`src/rtl/spi_tx_feeder.sv`:
```
// Word FIFO plus request FSM that feeds SPI_master one word per frame.
// Counts completed frames and flags dropped pushes and request timeouts.
module spi_tx_feeder #(
    parameter int DATA_W  = 12,
    parameter int DEPTH   = 8,
    parameter int TIMEOUT = 255,
    parameter int GAP     = 24
) (
    input  logic                       clk,
    input  logic                       rst,
    input  logic                       wr_en,
    input  logic [DATA_W-1:0]          wr_data,
    output logic                       full,
    output logic                       empty,
    output logic [$clog2(DEPTH):0]     level,
    output logic                       new_data,
    output logic [DATA_W-1:0]          din,
    input  logic                       cs,
    output logic                       busy,
    output logic [15:0]                tx_count,
    output logic                       overflow,
    output logic                       timeout_err
);

    localparam int AW = $clog2(DEPTH);
    localparam int WW = $clog2(TIMEOUT + 1);
    localparam int GW = $clog2(GAP + 1);

    typedef enum logic [1:0] {
        S_IDLE,
        S_REQ,
        S_BUSY,
        S_GAP
    } state_e;

    state_e              state_q, state_d;
    logic [AW:0]         wr_ptr_q, wr_ptr_d;
    logic [AW:0]         rd_ptr_q, rd_ptr_d;
    logic [DATA_W-1:0]   mem_q [DEPTH];
    logic [DATA_W-1:0]   din_q, din_d;
    logic                new_data_q, new_data_d;
    logic [WW-1:0]       wait_cnt_q, wait_cnt_d;
    logic [GW-1:0]       gap_cnt_q, gap_cnt_d;
    logic [15:0]         tx_count_q, tx_count_d;
    logic                overflow_q, overflow_d;
    logic                timeout_err_q, timeout_err_d;
    logic                cs_m_q, cs_s_q;
    logic [AW:0]         level_w;
    logic                push;

    // Extra pointer MSB distinguishes full from empty
    assign level_w = wr_ptr_q - rd_ptr_q;
    assign full    = (level_w == (AW + 1)'(DEPTH));
    assign empty   = (level_w == '0);
    assign push    = wr_en && !full;

    always_comb begin
        state_d       = state_q;
        wr_ptr_d      = wr_ptr_q;
        rd_ptr_d      = rd_ptr_q;
        din_d         = din_q;
        new_data_d    = new_data_q;
        wait_cnt_d    = wait_cnt_q;
        gap_cnt_d     = gap_cnt_q;
        tx_count_d    = tx_count_q;
        overflow_d    = overflow_q | (wr_en & full);
        timeout_err_d = timeout_err_q;
        if (push) begin
            wr_ptr_d = wr_ptr_q + (AW + 1)'(1);
        end
        unique case (state_q)
            S_IDLE: begin
                if (!empty) begin
                    din_d      = mem_q[rd_ptr_q[AW-1:0]];
                    rd_ptr_d   = rd_ptr_q + (AW + 1)'(1);
                    new_data_d = 1'b1;
                    wait_cnt_d = '0;
                    state_d    = S_REQ;
                end
            end
            S_REQ: begin
                if (!cs_s_q) begin
                    new_data_d = 1'b0;
                    state_d    = S_BUSY;
                end else if (wait_cnt_q == WW'(TIMEOUT - 1)) begin
                    // Word already popped; abandoning it drops it
                    new_data_d    = 1'b0;
                    timeout_err_d = 1'b1;
                    state_d       = S_IDLE;
                end else begin
                    wait_cnt_d = wait_cnt_q + WW'(1);
                end
            end
            S_BUSY: begin
                if (cs_s_q) begin
                    tx_count_d = tx_count_q + 16'd1;
                    gap_cnt_d  = '0;
                    state_d    = S_GAP;
                end
            end
            S_GAP: begin
                if (gap_cnt_q == GW'(GAP - 1)) begin
                    state_d = S_IDLE;
                end else begin
                    gap_cnt_d = gap_cnt_q + GW'(1);
                end
            end
            default: state_d = S_IDLE;
        endcase
    end

    always_ff @(posedge clk) begin
        if (push) begin
            mem_q[wr_ptr_q[AW-1:0]] <= wr_data;
        end
    end

    always_ff @(posedge clk) begin
        if (!rst) begin
            state_q       <= S_IDLE;
            wr_ptr_q      <= '0;
            rd_ptr_q      <= '0;
            din_q         <= '0;
            new_data_q    <= 1'b0;
            wait_cnt_q    <= '0;
            gap_cnt_q     <= '0;
            tx_count_q    <= '0;
            overflow_q    <= 1'b0;
            timeout_err_q <= 1'b0;
            cs_m_q        <= 1'b1;
            cs_s_q        <= 1'b1;
        end else begin
            state_q       <= state_d;
            wr_ptr_q      <= wr_ptr_d;
            rd_ptr_q      <= rd_ptr_d;
            din_q         <= din_d;
            new_data_q    <= new_data_d;
            wait_cnt_q    <= wait_cnt_d;
            gap_cnt_q     <= gap_cnt_d;
            tx_count_q    <= tx_count_d;
            overflow_q    <= overflow_d;
            timeout_err_q <= timeout_err_d;
            cs_m_q        <= cs;
            cs_s_q        <= cs_m_q;
        end
    end

    assign level       = level_w;
    assign new_data    = new_data_q;
    assign din         = din_q;
    assign busy        = (state_q != S_IDLE);
    assign tx_count    = tx_count_q;
    assign overflow    = overflow_q;
    assign timeout_err = timeout_err_q;

endmodule

```
`config.mk`:
```
export PLATFORM = sky130hd
export DESIGN_NAME = spi_tx_feeder
export DESIGN_NICKNAME = d
export VERILOG_FILES = /design/src/rtl/spi_tx_feeder.sv
export SDC_FILE = /design/constraint.sdc
export NUM_CORES = 1
export LEC_CHECK = 0
export ABC_AREA = 1
export BUFFER_PORTS_ARGS = -buffer_cell sky130_fd_sc_hd__buf_2
export CORE_ASPECT_RATIO = 1.4
export CORE_UTILIZATION = 62
export CTS_BUF_LIST = sky130_fd_sc_hd__clkbuf_4
export DETAILED_ROUTE_END_ITERATION = 10
export PLACE_DENSITY_LB_ADDON = 0.12
export SYNTH_ARGS = -nofsm -noshare
export SYNTH_HDL_FRONTEND = slang
export SYNTH_SLANG_ARGS = --single-unit
```
`constraint.sdc`:
```
create_clock -name clk -period 3.46 [get_ports clk]
set_clock_uncertainty 0.05 [all_clocks]
set_input_delay 0.346 -clock clk [delete_from_list [all_inputs] [get_ports clk]]
set_output_delay 0.346 -clock clk [all_outputs]
set_load 0.01 [all_outputs]
```
==> flow_summary.json <==
{
  "cts_tree": "yes",
  "cts_buffers": 17,
  "synth_top_area_share_pct": 43.8,
  "cts_sinks": 152,
  "worstPathRequired_ns": 3.56,
  "drcViolationCount": 0,
  "cp_max_fo": 12,
  "leakage_nw": 2.75,
  "worst_setup_path_start_kind": "register",
  "grt_pass1_wl_um": 20600,
  "grt_pass1_vias": 4472,
  "p_int_w": 0.00303,
  "yosysMostFrequentCell": "nand2_1",
  "max_freq_mhz": 318,
  "synthArstFlopShare_pct": 0,
  "cts_setup_buffers": 0,
  "end_kind": "register",
  "start_util_pct": 63.6,
  "place_congestion": 0.935,
  "fin_area_um2": 7200,
  "ys_top_cells_by_area": "edfxtp_1 (44%), dfxtp_1 (17%), nand2_1 (6.8%)",
  "worst_slew_pin_slew_ns": 1.20,
  "stdcell_count": 877,
  "critPathArrivalTime_ns": 3.25,
  "die_h_um": 124,
  "power_density_nw_per_um2": 688,
  "synth_area_leader_cell": "edfxtp_1",
  "wl_met1_um": 5540,
  "cts_root_buf": "clkbuf_4",
  "n_antenna_cell": 0,
  "io_pins": 54,
  "rsz0062_at_grt": "false",
  "path_delay_family": "simple AND/OR/NAND/NOR gates",
  "hold_slack_ns": 0.0584,
  "cp.buffers_inverters": 4,
  "wl_met2_um": 6950,
  "swShare_pct": 38.8,
  "setup_viol": 0,
  "slew_headroom_pct": 19.7,
  "timing_worst_setup_path_type": "reg -> reg",
  "placed_area_um2": 6910,
  "fp.coreArea_um2": 10300,
  "path_clk_slew_ns": 0.12,
  "hold_class": "in -> reg",
  "nFillCells": 838,
  "pwr-share-comb_pct": 35.3,
  "ir_drop_uv": 474,
  "first_pass_iters": 5,
  "yosys_warnings": 0,
  "fp.dieW_um": 89.1,
  "track_usage_pct": 25.5,
  "routedWlPerCell_um": 15.2,
  "insertion_delay_ns": 0.52,
  "wl_met3_um": 660,
  "synthToLayoutAreaGrowth_pct": 9.41,
  "synth_ff_type": "edfxtp_1",
  "io_buffers": 53,
  "clockBufferDepth": 2,
  "power_frac_clock_pct": 20.1,
  "finalCriticalPeriod_ns": 3.15,
  "drt-total-wl_um": 13400,
  "path_cells": "inv_1, ha_1, inv_1, fa_1, nand2_1, inv_2, nor2_2, nor2_4, nand3_1, nand2_2, inv_2, nand2_1, nor2_1",
  "highest_layer": "met4",
  "hold_viol_final": 0,
  "ys_types": 34,
  "antenna_found_initial": 0,
  "cp_slowest_cell": "nor2_1",
  "ant_nets": 0,
  "rows": 44,
  "status": "completed",
  "seq_area_frac_synth_pct": 60.8,
  "vias": 4798,
  "syn_avg_cell_area_um2": 9.78,
  "p_switching_w": 0.00192,
  "syn_area_um2": 6580,
  "synth_seq_cells": 152,
  "tns_ns": 0,
  "fin_crit_sh_pct": 91.0,
  "cp_slowest_stage_delay_ns": 0.80,
  "yosys-top-cells-count": "nand2_1 (120), nor2_1 (99), edfxtp_1 (96)",
  "vias_per_cell": 5.47,
  "max_cap_viol_count": 0,
  "nNetsFinal": 752,
  "place_inst": 842,
  "synth_edf_count": 96,
  "dieArea_um2": 11000,
  "synthCells": 673,
  "h-tree-depth": 4,
  "power_frac_seq_pct": 44.6,
  "layout-drive-gt1-share_pct": 16.8,
  "syn-num-nets": 699,
  "slew_viol_final": 0,
  "dp_hpwl_um": 9180,
  "grt_max_degree": 53,
  "grt-ovfl-total": 0,
  "dr.first_iter.drc_count": 292
}
==> metrics by stage <==
step	util, %	setup slack [ns]	power [W]
finish	69.6	0.313	0.00495
CTS	69.5	0.319	0.00497
detailed placement	66.8	0.342	0.00398
floorplan	-	0.241	0.00359
global route	69.6	0.0922	0.00528
global placement	66.8	0.526	0.00392
==> per-layer routing <==
layer,vias to the layer above,global-route usage (%)
met3,21,6.69
met1,2240,29.3
met5,-,0
li1,2398,-
met4,0,9.03
met2,139,45.4
==> layout by cell type (no fill, tap or decap), types with 6 or more instances in the layout <==
cell type,instances
o21ai_1,13
buf_4,7
a21oi_2,6
o21ai_0,60
a21oi_1,42
xor2_1,8
dfxtp_1,56
nand2_2,9
inv_1,40
o22ai_1,12
nor3_1,12
nor2_1,99
buf_2,53
clkbuf_4,18
edfxtp_1,96
nand2_1,120
nand3_1,28
ha_1,9
==> sequential cells by signal, indices dropped and copies added, names as in the netlist, named ones only <==
signal / cells
wr_ptr_q: 4
state_q: 1
timeout_err: 1
rd_ptr_q: 4
overflow: 1
new_data: 1
wait_cnt_q: 8
cs_m_q: 1
gap_cnt_q: 5
din: 12
cs_s_q: 1
tx_count: 16
mem_q: 96
==> worst reg2reg max path: stages, from the launching register on <==
cell and delay [ns]:
dfxtp_1 0.37, inv_1 0.09, ha_1 0.14, inv_1 0.06, fa_1 0.39, nand2_1 0.10
inv_2 0.04, nor2_2 0.14, nor2_4 0.06, nand3_1 0.16, nand2_2 0.14, inv_2 0.10
nand2_1 0.14, nor2_1 0.80
==> worst paths after layout <==
check	start	endpoint	slack (ns)	cells after the start
setup / recovery	wr_ptr_q[0]	mem_q[4][4]	0.31	13
hold / removal	wr_data[5]	mem_q[0][5]	0.06	1
setup reg to reg	wr_ptr_q[0]	mem_q[4][4]	0.31	13
hold reg to reg	overflow	overflow	0.40	2
==> final cells by class <==
type                       instances  area [um^2]  share of cell area, %
sequential                       152         4000                   55.6
tap                              138          173                   2.40
clock buffer                      18          135                   1.88
clock inverter                    14          124                   1.72
multi-input combinational        446         2240                   31.1
timing repair buffer              63          348                   4.83
inverter                          46          175                   2.43
==> power groups by stage <==
stage / clock (W) / sequential, W / combinational (W)
CTS: 0.00102 / 0.00221 / 0.00175
global placement: 0 / 0.00224 / 0.00167
global route: 0.00110 / 0.00222 / 0.00196
floorplan: 0 / 0.00225 / 0.00134
detailed placement: 0 / 0.00225 / 0.00173
finish: 0.000997 / 0.00221 / 0.00175
==> repair_timing <==
action,CTS,global route
hold buffers,2,1
endpoints found under the hold margin,2,5
resized for setup,0,0
==> logic make-up after synthesis <==
logic type               Yosys count  synth area share, %
adder cells (fa/ha/maj)           10                 2.02
AO/OA/AOI/OAI                    135                 10.9
XOR/XNOR                          11                 1.46
buffers and inverters             75                 5.10
AND/OR/NAND/NOR                  290                 19.7
flip-flops                       152                 60.8
No activity file was read; power rests on OpenSTA's default activity.
